[config.mk]
export PLATFORM = sky130hd
export DESIGN_NAME = alarm_unit
export DESIGN_NICKNAME = d
export VERILOG_FILES = /design/src/rtl/alarm_unit.sv
export SDC_FILE = /design/constraint.sdc
export NUM_CORES = 1
export LEC_CHECK = 0
export BUFFER_PORTS_ARGS = -buffer_cell sky130_fd_sc_hd__buf_2
export CAP_MARGIN = 20
export CORE_MARGIN = 4
export CORE_UTILIZATION = 47
export DETAILED_ROUTE_END_ITERATION = 7
export PLACE_DENSITY = 0.76
export SYNTH_ARGS = -nofsm -noshare
export SYNTH_HDL_FRONTEND = slang
export SYNTH_SLANG_ARGS = --single-unit
[constraint.sdc]
create_clock -name clk -period 5.4 [get_ports clk]
set_clock_uncertainty 0.15 [all_clocks]
set_input_delay 0.81 -clock clk [delete_from_list [all_inputs] [get_ports clk]]
set_output_delay 0.81 -clock clk [all_outputs]
set_load 0.01 [all_outputs]
[src/rtl/alarm_unit.sv]
// Alarm stage: stores an editable HH:MM alarm and compares it with the running time.
// On a match it rings and drives a square-wave buzzer, with dismiss, snooze and auto-timeout.
module alarm_unit #(
  parameter int unsigned RING_SECONDS   = 60,
  parameter int unsigned SNOOZE_SECONDS = 300,
  parameter int unsigned BUZZ_DIV       = 25000,
  parameter int unsigned RST_HOUR       = 7,
  parameter int unsigned RST_MIN        = 0
) (
  input  logic       clk,
  input  logic       rst_n,
  input  logic       tick_1hz,
  input  logic [4:0] cur_hour,
  input  logic [5:0] cur_min,
  input  logic [5:0] cur_sec,
  input  logic       alarm_en,
  input  logic       up_pulse,
  input  logic       down_pulse,
  input  logic       center_pulse,
  output logic [4:0] alarm_hour,
  output logic [5:0] alarm_min,
  output logic [1:0] edit_field,
  output logic       ringing,
  output logic       snoozing,
  output logic       buzzer
);

  localparam int unsigned RW = $clog2(RING_SECONDS) + 1;
  localparam int unsigned SW = $clog2(SNOOZE_SECONDS) + 1;
  localparam int unsigned BW = $clog2(BUZZ_DIV);

  localparam logic [RW-1:0] RING_LAST = RW'(RING_SECONDS - 1);
  localparam logic [SW-1:0] SNZ_LAST  = SW'(SNOOZE_SECONDS - 1);
  localparam logic [BW-1:0] BUZZ_LAST = BW'(BUZZ_DIV - 1);

  typedef enum logic [2:0] {IDLE, EDIT_H, EDIT_M, RINGING, SNOOZE} state_t;

  state_t        r_state;
  state_t        w_next_state;
  logic [4:0]    r_alarm_hour;
  logic [5:0]    r_alarm_min;
  logic          r_match_q;
  logic [RW-1:0] r_ring_cnt;
  logic [SW-1:0] r_snz_cnt;
  logic [BW-1:0] r_buzz_cnt;
  logic          r_tone;
  logic          w_match;
  logic          w_trigger;
  logic          w_ring_entry;
  logic [1:0]    w_edit_field;

  assign w_match = alarm_en && (cur_hour == r_alarm_hour) &&
                   (cur_min == r_alarm_min) && (cur_sec == '0);
  assign w_trigger = w_match && !r_match_q;

  always_comb begin
    w_next_state = r_state;
    w_edit_field = 2'b00;
    case (r_state)
      IDLE: begin
        if (center_pulse)   w_next_state = EDIT_H;
        else if (w_trigger) w_next_state = RINGING;
      end
      EDIT_H: begin
        w_edit_field = 2'b01;
        if (center_pulse) w_next_state = EDIT_M;
      end
      EDIT_M: begin
        w_edit_field = 2'b10;
        if (center_pulse) w_next_state = IDLE;
      end
      RINGING: begin
        if (!alarm_en)                          w_next_state = IDLE;
        else if (center_pulse)                  w_next_state = IDLE;
        else if (up_pulse || down_pulse)        w_next_state = SNOOZE;
        else if (tick_1hz && r_ring_cnt == RING_LAST) w_next_state = IDLE;
      end
      SNOOZE: begin
        if (center_pulse || !alarm_en)               w_next_state = IDLE;
        else if (tick_1hz && r_snz_cnt == SNZ_LAST)  w_next_state = RINGING;
      end
      default: w_next_state = IDLE;
    endcase
  end

  // Snooze-to-ring counts as a fresh entry, so counters and tone restart.
  assign w_ring_entry = (w_next_state == RINGING) && (r_state != RINGING);

  always_ff @(posedge clk or negedge rst_n) begin
    if (!rst_n) begin
      r_state      <= IDLE;
      r_alarm_hour <= 5'(RST_HOUR);
      r_alarm_min  <= 6'(RST_MIN);
      r_match_q    <= 1'b0;
      r_ring_cnt   <= '0;
      r_snz_cnt    <= '0;
      r_buzz_cnt   <= '0;
      r_tone       <= 1'b0;
    end else begin
      r_state   <= w_next_state;
      r_match_q <= w_match;

      if (r_state == EDIT_H && (up_pulse ^ down_pulse)) begin
        if (up_pulse) r_alarm_hour <= (r_alarm_hour == 5'd23) ? '0 : r_alarm_hour + 5'd1;
        else          r_alarm_hour <= (r_alarm_hour == '0) ? 5'd23 : r_alarm_hour - 5'd1;
      end
      if (r_state == EDIT_M && (up_pulse ^ down_pulse)) begin
        if (up_pulse) r_alarm_min <= (r_alarm_min == 6'd59) ? '0 : r_alarm_min + 6'd1;
        else          r_alarm_min <= (r_alarm_min == '0) ? 6'd59 : r_alarm_min - 6'd1;
      end

      // Tone is cleared on the same edge that leaves RINGING, keeping buzzer 0 elsewhere.
      if (w_next_state != RINGING || w_ring_entry) begin
        r_buzz_cnt <= '0;
        r_tone     <= 1'b0;
        r_ring_cnt <= '0;
      end else begin
        if (r_buzz_cnt == BUZZ_LAST) begin
          r_buzz_cnt <= '0;
          r_tone     <= ~r_tone;
        end else begin
          r_buzz_cnt <= r_buzz_cnt + BW'(1);
        end
        if (tick_1hz && r_ring_cnt != '1) r_ring_cnt <= r_ring_cnt + RW'(1);
      end

      if (r_state != SNOOZE)                r_snz_cnt <= '0;
      else if (tick_1hz && r_snz_cnt != '1) r_snz_cnt <= r_snz_cnt + SW'(1);
    end
  end

  assign alarm_hour = r_alarm_hour;
  assign alarm_min  = r_alarm_min;
  assign edit_field = w_edit_field;
  assign ringing    = (r_state == RINGING);
  assign snoozing   = (r_state == SNOOZE);
  assign buzzer     = r_tone;

endmodule

==> run summary <==
Outcome - finished, final reports clean
Detailed Routing Iterations Pass 1 - 4
Relative slew margins - 58.1%
Root buffer selected by CTS - sky130_fd_sc_hd__clkbuf_8
Count of placed standard cells including taps - 433
Count of warnings emitted by yosys - 0
Final-report setup violation count - 0
Area used by multi-input combinational logic - 0.00173 mm2
Arrival time worst endpoint - 1.52 ns
Share of post-route cells with drive strength above 1 - 15.9%
Estimated wirelength of the detail-placed design - 4670 um
Register-to-register setup slack - 3.38 ns
Worst setup SP type - register
Pre-CTS WS - 2.67 ns
Beginning of the worst register-to-register path - r_ring_cnt[0]
Top area cells in the synthesized netlist - sky130_fd_sc_hd__dfrtp_1 (37%), sky130_fd_sc_hd__xor2_1 (6.3%), sky130_fd_sc_hd__xnor2_1 (5.1%)
Clock buffer depth - 2
Sinks on the clock net - 48
IO Count - 40
Max cap viols - 0
Number of input and output port buffers inserted - 39
Post-DP Area - 0.00329 mm2
Worst hold slack across all endpoints - 0.328 ns
Remaining antenna violation count after routing - 0
Library cell occupying the most area in the post-synthesis netlist - sky130_fd_sc_hd__dfrtp_1
Via count - 2,559
Hold-fix buffer count after cts - 0
Initial core utilization - 48.5%
Leakage dissipation - 1.41 nW
Syn Std Cell Area - 0.00308 mm2
Remaining DRCs - 0
Antenna violations before repair - 0
Total Die Area - 0.00790 mm2
Most common library cells after synthesis - sky130_fd_sc_hd__dfrtp_1 (45), sky130_fd_sc_hd__nor2_1 (41), sky130_fd_sc_hd__xor2_1 (22)
Avg Synthesized Cell Area - 9.21 um2
Gr usage total - 17.5%
Highest net fanout along the worst path - 13
Critical path, cell by cell - or3b_4, inv_1, buf_2
Routed wire length - 6430 um
Final WS setup - 2.92 ns
Commonest register cell after synthesis - sky130_fd_sc_hd__dfrtp_1
Final clock period utilization by the worst path - 46.0%
# H-tree levels - 2
Crit path buffers/inverters - 2
Die Span X - 88.9 um
Transition time of the tightest slew-check pin - 0.628 ns
Clock tree from TritonCTS - built
Worst hold-check path type - register to register
Crit Path Category - register to output pin
Nets in the synthesized netlist - 367
Nets - 397
Synth unique cells - 64
Routed length per instance - 14.5 um
Worst vdd ir - 273 uV
Worst path top cell family by delay - simple AND/OR/NAND/NOR gates
Core ar. - 0.00635 mm2
Worst Min Path Start - r_buzz_cnt[0]
Share of synthesized registers carrying an async set or reset - 100%
Capturing element type of the critical path - output pin
Part of the Yosys area used for sequential elements - 39.2%
Number of max-slew violations in the final report - 0
WHS Path Cells - 1
DR vias/cell - 5.79
Tmin final - 2.48 ns
Overall Power - 1.17 mW
Fin cells - 442
Setup TNS after final layout - 0 ns
Number of post-CTS setup repair buffers - 0
Count of endpoints failing hold in the final timing report - 0
Worst EP required - 4.44 ns
Resized Gates After CTS - 0
CTS buffer count - 5
Number of inserted diodes - 0
Final Util - 53.4%
Iteration-0 DRC Markers - 91
Worst-path clk slew - 0.08 ns
Area growth syn-to-layout - 10.3%
Area of all placed cells without fillers - 0.00339 mm2
Total congestion overflow after global routing - 0
Power Density - 345 mW/mm2
Worst r2r path cells - 5
Post-synth EDFFs - 0
Worst-skew pair later-pin latency - 0.29 ns
Fraction of synthesized cell area taken by the top area cell type - 36.6%
CP max-delay cell - sky130_fd_sc_hd__or3b_4
End of the worst register-to-register path - r_buzz_cnt[14]
Terminating pin of the worst hold path - r_buzz_cnt[0]
First-pass GRT wire length - 11,000 um
Worst path max stage delay - 0.52 ns
Largest net degree at the start of global routing - 49
Gp weighted congestion - 0.849
Vertical die dimension - 88.9 um
Filler instances - 563
Footprint of the flip-flops and latches - 0.00120 mm2
Post-synthesis cell count - 334
Setup repair after global routing missed its margin - no
Most common cell in the synthesized netlist - sky130_fd_sc_hd__dfrtp_1
Fmax - 403 MHz
Via count of the first global-routing pass - 2,514
Row cnt - 29
Flop and latch count out of synthesis - 48
cell usage in the layout (no fill, tap or decap), drive strengths merged, types with 4 or more instances in the layout:
master  Yosys  routed
nor3       12      12
nor4        9       9
xor2       22      22
xnor2      18      18
nor2       41      41
a211oi      5       5
a31oi       4       4
buf         5      40
dfrtp      45      45
nand4      13      13
nand2      18      18
o21ai      11      11
a21oi       9       9
ha          9       9
clkbuf     12       8
inv        17      17
nand3      11      11
mux2i       4       4
kinds of logic after synthesis:
kind of cell / Yosys count / share of synthesized area, %
XOR/XNOR: 40 / 11.4
AND/OR/NAND/NOR: 141 / 26.4
flip-flops: 48 / 39.2
adder cells (fa/ha/maj): 9 / 3.66
buffers and inverters: 34 / 4.76
AO/OA/AOI/OAI: 58 / 13.4
multiplexers: 4 / 1.30
final cells by class:
type	count	area share [%]
Multi-Input combinational cell	252	50.8
Clock buffer	8	2.36
Inverter	17	1.88
Sequential cell	48	35.5
Tap cell	77	2.84
Timing Repair Buffer	40	6.56
flip-flops by register name, indices dropped and copies added, names as in the netlist:
name        cells
r_buzz_cnt     15
r_snz_cnt      10
r_ring_cnt      7
alarm_min       6
alarm_hour      5
r_state         3
buzzer          1
r_match_q       1
metal layers:
| metal | wire length (um) | part of all wire (%) | global-route usage, % | vias up |
|---|---|---|---|---|
| met4 | 59 | 0.92 | 4.95 | 0 |
| met3 | 297 | 4.6 | 4.61 | 8 |
| met2 | 3120 | 48 | 27.7 | 65 |
| li1 | - | - | - | 1266 |
| met1 | 2960 | 46 | 23.7 | 1220 |
| met5 | 0 | 0 | 0 | - |
worst max path at each step:
| stage | depth (start not counted) | startpoint | to | slack, ns |
|---|---|---|---|---|
| after floorplan | 8 | up_pulse | r_buzz_cnt[11] | 3.15 |
| after global placement | 6 | up_pulse | alarm_hour[4] | 2.74 |
| after detailed placement | 7 | up_pulse | r_buzz_cnt[2] | 2.67 |
| after CTS | 3 | r_state[0] | snoozing | 2.90 |
| after global routing | 3 | r_state[0] | snoozing | 2.82 |
| final | 3 | r_state[0] | snoozing | 2.92 |
power breakdown:
part | internal [mW] | switching, mW | leakage (nW)
Sequential | 0.417 | 0.140 | 0.642
Combinational | 0.198 | 0.215 | 0.729
Clock | 0.0922 | 0.110 | 0.0395
Total | 0.707 | 0.464 | 1.41
(Power assumes the default switching activity.)
